[src/rtl/gen_sample_fifo.sv]
// gen_sample_fifo: sample buffer between the function generator and its consumer.
// First-word fall-through FIFO with almost-full stall flag and sticky drop flag.
//
// Ports:
//   clk, rst       clock (rising edge), async active-high reset
//   wr_en_i        generator write strobe
//   wr_data_i      sample from generator
//   rd_ready_i     consumer accepts rd_data_o this cycle
//   rd_valid_o     rd_data_o holds the oldest sample
//   rd_data_o      oldest stored sample
//   count_o        stored samples, 0..DEPTH
//   full_o         count_o == DEPTH
//   empty_o        count_o == 0
//   almost_full_o  count_o >= AFULL_THRESH
//   overflow_o     sticky: a write was dropped
//   clr_ovf_i      synchronous clear of overflow_o
module gen_sample_fifo #(
  parameter int DATA_WIDTH   = 16,
  parameter int DEPTH        = 16,
  parameter int AFULL_THRESH = 12
) (
  input  logic                     clk,
  input  logic                     rst,
  input  logic                     wr_en_i,
  input  logic [DATA_WIDTH-1:0]    wr_data_i,
  input  logic                     rd_ready_i,
  output logic                     rd_valid_o,
  output logic [DATA_WIDTH-1:0]    rd_data_o,
  output logic [$clog2(DEPTH):0]   count_o,
  output logic                     full_o,
  output logic                     empty_o,
  output logic                     almost_full_o,
  output logic                     overflow_o,
  input  logic                     clr_ovf_i
);

  localparam int AW = $clog2(DEPTH);
  localparam int CW = AW + 1;
  localparam logic [AW:0] AF = CW'(AFULL_THRESH);
  localparam logic [AW:0] ONE = CW'(1);

  logic [DATA_WIDTH-1:0] mem [DEPTH];

  // MSB of each pointer is the wrap bit
  logic [AW:0] wr_ptr;
  logic [AW:0] rd_ptr;
  logic [AW:0] count;
  logic        ovf;

  logic push;
  logic pop;
  logic drop;

  assign empty_o = (wr_ptr == rd_ptr);
  assign full_o  = (wr_ptr[AW-1:0] == rd_ptr[AW-1:0])
                && (wr_ptr[AW] != rd_ptr[AW]);

  assign almost_full_o = (count >= AF);
  assign count_o       = count;
  assign overflow_o    = ovf;
  assign rd_valid_o    = !empty_o;
  assign rd_data_o     = mem[rd_ptr[AW-1:0]];

  // Acceptance uses only the registered full flag: a pop in the
  // same cycle does not make room for the incoming sample.
  assign push = wr_en_i && !full_o;
  assign drop = wr_en_i && full_o;
  assign pop  = rd_ready_i && !empty_o;

  always_ff @(posedge clk) begin
    if (push) begin
      mem[wr_ptr[AW-1:0]] <= wr_data_i;
    end
  end

  always_ff @(posedge clk or posedge rst) begin
    if (rst) begin
      wr_ptr <= '0;
      rd_ptr <= '0;
      count  <= '0;
      ovf    <= 1'b0;
    end else begin
      if (push) begin
        wr_ptr <= wr_ptr + ONE;
      end
      if (pop) begin
        rd_ptr <= rd_ptr + ONE;
      end
      unique case ({push, pop})
        2'b10:   count <= count + ONE;
        2'b01:   count <= count - ONE;
        default: count <= count;
      endcase
      // a drop in the same cycle as a clear keeps the flag set
      if (drop) begin
        ovf <= 1'b1;
      end else if (clr_ovf_i) begin
        ovf <= 1'b0;
      end
    end
  end

endmodule

[config.mk]
export PLATFORM = sky130hd
export DESIGN_NAME = gen_sample_fifo
export DESIGN_NICKNAME = d
export VERILOG_FILES = /design/src/rtl/gen_sample_fifo.sv
export SDC_FILE = /design/constraint.sdc
export NUM_CORES = 1
export LEC_CHECK = 0
export BUFFER_PORTS_ARGS = -buffer_cell sky130_fd_sc_hd__buf_2
export CAP_MARGIN = 10
export CORE_MARGIN = 3
export CORE_UTILIZATION = 60
export CTS_BUF_LIST = sky130_fd_sc_hd__clkbuf_8
export DETAILED_ROUTE_END_ITERATION = 6
export GPL_TIMING_DRIVEN = 0
export PLACE_DENSITY = 0.83
export REMOVE_ABC_BUFFERS = 1
export SLEW_MARGIN = 40
export SYNTH_ARGS = -nofsm -noshare
export SYNTH_HDL_FRONTEND = slang
export SYNTH_SLANG_ARGS = --single-unit
[constraint.sdc]
create_clock -name clk -period 7.55 [get_ports clk]
set_input_delay 1.1325 -clock clk [delete_from_list [all_inputs] [get_ports clk]]
set_output_delay 1.1325 -clock clk [all_outputs]
set_load 0.005 [all_outputs]
==> After elaboration in Yosys (flattened, before gate mapping) <==
Memory sizes are Yosys's and may differ from the RTL's.
Index checks and enable logic that the tools add are counted.
{ "classes": {"order_cmp": 1, "n_reduce_logical": 8, "div_mod_pow": 0, "shift": 0, "n_eq_ne": 5, "bitwise_logic": 0, "mul": 0, "addsub": 4, "muxes": 5} }
{ "ops": {"columns": ["op", "n"], "rows": [
  ["5-bit by 1-bit adder with 5-bit output (second input constant)", 3],
  ["5-bit case mux with 2 select lines", 1],
  ["5-bit equality test", 1],
  ["5-bit by 4-bit greater-or-equal comparator with 1-bit output (second input constant)", 1],
  ["5-bit by 1-bit subtractor with 5-bit output (second input constant)", 1],
  ["4-bit equality test", 1],
  ["1-bit logical AND", 4],
  ["1-bit two-way mux", 4],
  ["2-bit nonzero test", 2],
  ["2-bit by 1-bit equality test with 1-bit output (second input constant)", 1],
  ["2-bit equality test (second input constant)", 1],
  ["1-bit logical NOT", 2],
  ["1-bit != test", 1]
]} }
{ "word_totals": {"elab_cells": 28, "mem_count": 1, "reg_bits": 16, "out_inout_bits": 26, "inputBits": 21, "ramBits": 256, "rom_bits": 0, "latch_bits": 0} }
{ "mem_list": {"columns": ["memory", "depth", "word_bits", "rd", "rd_clocked_by_memory_dff", "wr", "line_no", "source"], "rows": [
  ["mem", 16, 16, 1, 0, 1, "42", "logic [DATA_WIDTH-1:0] mem [DEPTH];"]
]} }

==> Logic depth before layout (Yosys ltp) <==
{ "depth": {"ltp_word": 6, "ltp_mapped": 11, "ltp_nobuf": 10} }

==> Worst setup path after synthesis <==
No wires, ideal clock.
{ "synth_path": {"kind": "input to register", "start": "input wr_en_i", "end": "memory mem[3][0], enable pin", "n_path_buf": 1, "path_stages": 3, "setup_ns": 0.430, "path_slack_ns": 3.945, "required_ns": 7.120, "arrival_ns": 3.175, "path_cell_list": "clkbuf_1 o21ai_4 nor4_1"} }
{ "synth_via": {"elab_chain_len": 3} }
{ "synth_lines": {"columns": ["element", "line_no", "source"], "rows": [
  ["from (decl)", "24", "input logic wr_en_i,"],
  ["1-bit logical AND", "66", "assign push = wr_en_i && !full_o;"],
  ["1-bit two-way mux", "71", "if (push) begin"],
  ["1-bit two-way mux (not written as such)", "72", "mem[wr_ptr[AW-1:0]] <= wr_data_i;"],
  ["to (decl)", "42", null]
]} }
Every way passes these cells.

==> Worst setup path in the final report <==
{ "layout_path": {"start": "register rd_ptr[0]", "end": "output rd_data_o[5]"} }
{ "layout_via": {"elab_chain_len": 1} }
{ "layout_lines": {"columns": ["element", "line_no", "source"], "rows": [
  ["from (decl)", "46", "logic [AW:0] rd_ptr;"],
  ["from (signal assigned)", "87", "rd_ptr <= rd_ptr + ONE;"],
  ["memory 16 x 16 bit", null, null],
  ["to (decl)", "28", "output logic [DATA_WIDTH-1:0] rd_data_o,"]
]} }
Every way passes these cells.

==> summary.txt <==
Global route
  • Largest net degree at the start of global routing: 39
  • Vias in the first global route: 5695
  • Global Route Usage Sum: 22.8%
  • Initial antenna violation count: 0
  • Remaining Overflow, GRT: 0
  • First-pass GRT wire length: 33.4 mm

CTS
  • Clock latency at the later pin of the worst-skew pair: 550 ps
  • CTS Buf Count: 42
  • Clock Tree Buf Depth: 3
  • Clock sinks: 272
  • Clock Tree Root: clkbuf_8
  • Hold buffers post-CTS: 0
  • Cts repair resizes: 0
  • CTS tree: done
  • Max H-tree Level: 2
  • Worst-path clk slew: 60 ps
  • Post-CTS setup buffer count: 0

Floorplan
  • Die span in y: 140 µm
  • Effective utilization at floorplan: 61.7%
  • Io pins: 47
  • Rows: 48
  • Core Region: 17400 µm²
  • Die Area: 19600 µm²
  • Die width: 140 µm

Setup path
  • Crit path DAT: 2530 ps
  • Critical path launch point type: register
  • Critical path class: reg -> out
  • Maximum net fanout on the critical path: 25
  • CP endpoint kind: primary output
  • Worst Path Required: 6420 ps

Synthesis
  • Syn_area_per_cell: 20.9 µm²
  • Synth async-reset ratio: 5.88%
  • Sequential share of the synthesized area: 75.3%
  • Ys Warns: 0
  • Synth Register Bits: 272
  • Mapped Cells: 515
  • EDFF count, synth: 256
  • Unique cell type count in the Yosys netlist: 42
  • Top_reg_cell synth: edfxtp_1
  • Synth Cell Area: 10700 µm²

Worst hold path
  • Hold Path Class: reg -> reg

Timing
  • Slew Viols, Final: 0
  • Clock Skew: 25.6 ps
  • Final period util: 48.5%
  • Worst relative slew slack: 45.4%
  • FMAX: 273 MHz
  • Setup TNS: 0 ps
  • Final Hold Fails: 0
  • Slew @ Worst Pin: 816 ps
  • Setup violators final: 0
  • Final Critical Period: 3660 ps
  • Unrepaired setup endpoints after global routing: no

Place
  • Port buffer count: 46
  • Placed instance count: 792
  • Dpl hpwl: 13.6 mm
  • Placer Congestion: 0.710

Job
  • # Max-Cap Violations: 0

Detailed routing
  • Drt wl/cell: 24.9 µm
  • Final wirelength: 21.6 mm
  • Post-route DRC: 0
  • Iteration-0 DRC Markers: 448
  • Via count: 5493
  • Drt via density: 6.32
  • DRT Pass-1 Iters: 5
  • Final ANT Viol Nets: 0

Power and ir drop
  • P_leak: 4.18 nW
  • Cell Pwr Density: 370 nW/µm²
  • VDD IR max: 0.354 mV

Cells and area
  • # diodes: 0
  • Final non-filler cell total: 869
  • Layout cells sized above 1: 35.4%
  • # fillers: 1021
  • Synthesis-to-layout area growth: 15.0%
  • Nets: 642

Status
  • Status: completed
-- placed cells by master (no fill, tap or decap), types with 9 or more instances in the layout --
cell type,synthesis,final
o22ai_1,32,32
ha_1,9,9
inv_1,8,25
buf_4,4,11
edfxtp_1,256,256
dfrtp_1,16,13
mux4_2,64,64
clkinv_1,1,11
nor2_4,0,9
nor2_1,29,20
xnor2_1,10,10
buf_2,7,57
clkbuf_8,0,43
-- layer usage --
metal | wire length (µm) | vias up | GRT usage (%)
li1 | - | 2326 | -
met1 | 8740 | 2851 | 32.1
met2 | 10500 | 264 | 35.8
met3 | 1700 | 52 | 5.40
met4 | 626 | 0 | 8.31
met5 | 0 | - | 0
-- final timing paths --
kind | start | end | slack [ps] | cells after the start
min in group asynchronous | rst | wr_ptr[2] | 660 | 2
max | rd_ptr[0] | rd_data_o[5] | 3890 | 5
max in group asynchronous | rst | rd_ptr[2] | 6390 | 2
min | overflow_o | overflow_o | 510 | 1
min reg2reg | overflow_o | overflow_o | 510 | 1
max reg2reg | rd_ptr[1] | count_o[4] | 4230 | 10
-- area by class of cell --
class	instances	area (µm²)	share of cell area (%)
Inverter	10	37.5	0.304
Clock buffer	43	592	4.79
Timing Repair Buffer	80	601	4.86
Sequential cell	272	8100	65.5
Clock inverter	34	195	1.58
Multi-Input combinational cell	205	2550	20.6
Tap cell	225	282	2.28
-- through the flow --
| stage | cell area (µm²) | hold slack, ps | utilization, % | power [mW] | worst slack [ps] |
|---|---|---|---|---|---|
| floorplan | 10600 | 503 | - | 2.93 | 2670 |
| global placement | 11100 | 488 | 63.6 | 3.34 | -175 |
| detailed placement | 11600 | 501 | 66.4 | 3.47 | 4240 |
| CTS | 12400 | 516 | 70.9 | 4.62 | 3850 |
| global route | 12400 | 536 | 70.9 | 4.80 | 3730 |
| finish | 12400 | 512 | 70.9 | 4.58 | 3890 |
-- report_power, final --
group / leakage [nW] / switching [mW] / total (mW) / internal [mW]
clock network: 0.462 / 0.545 / 1.15 / 0.601
logic: 1.21 / 0.721 / 1.40 / 0.683
registers: 2.50 / 0.186 / 2.03 / 1.84
total: 4.18 / 1.45 / 4.58 / 3.13
-- kinds of logic (layout without fill, tap and decap cells) --
group | Yosys count | count (layout) | synth area share [%]
adder cells (fa/ha/maj) | 10 | 10 | 1.23
AND/OR/NAND/NOR | 60 | 60 | 2.76
XOR/XNOR | 15 | 15 | 1.50
buffers and inverters | 38 | 167 | 2.05
multiplexers | 67 | 67 | 13.7
AO/OA/AOI/OAI | 53 | 53 | 3.48
flip-flops | 272 | 272 | 75.3
-- flip-flops by register name, indices dropped and copies added (netlist names) --
| register | cells |
|---|---|
| count_o | 5 |
| mem | 256 |
| overflow_o | 1 |
| rd_ptr | 5 |
| wr_ptr | 5 |
-- worst max-delay path, stage by stage, from the launching register on --
cell and delay [ps]:
dfrtp_4 620, buf_12 280, nand2b_2 500, o22ai_1 150, nor2_1 250, buf_2 160
-- cells in the mapped netlist (all sizes together) (3+ instances only) --
cell,instances,area [µm²]
buf,18,144
nand2b,4,25.0
dfrtp,16,400
o211ai,9,82.6
ha,9,113
mux2,3,33.8
nand4,3,33.8
mux4,64,1440
edfxtp,256,7690
xnor2,14,153
nand2,7,26.3
clkbuf,10,38.8
nor2,29,109
o22ai,32,200
o21ai,5,40.0
inv,9,33.8
nor3,7,35.0
No activity file was read; power rests on OpenSTA's default activity.
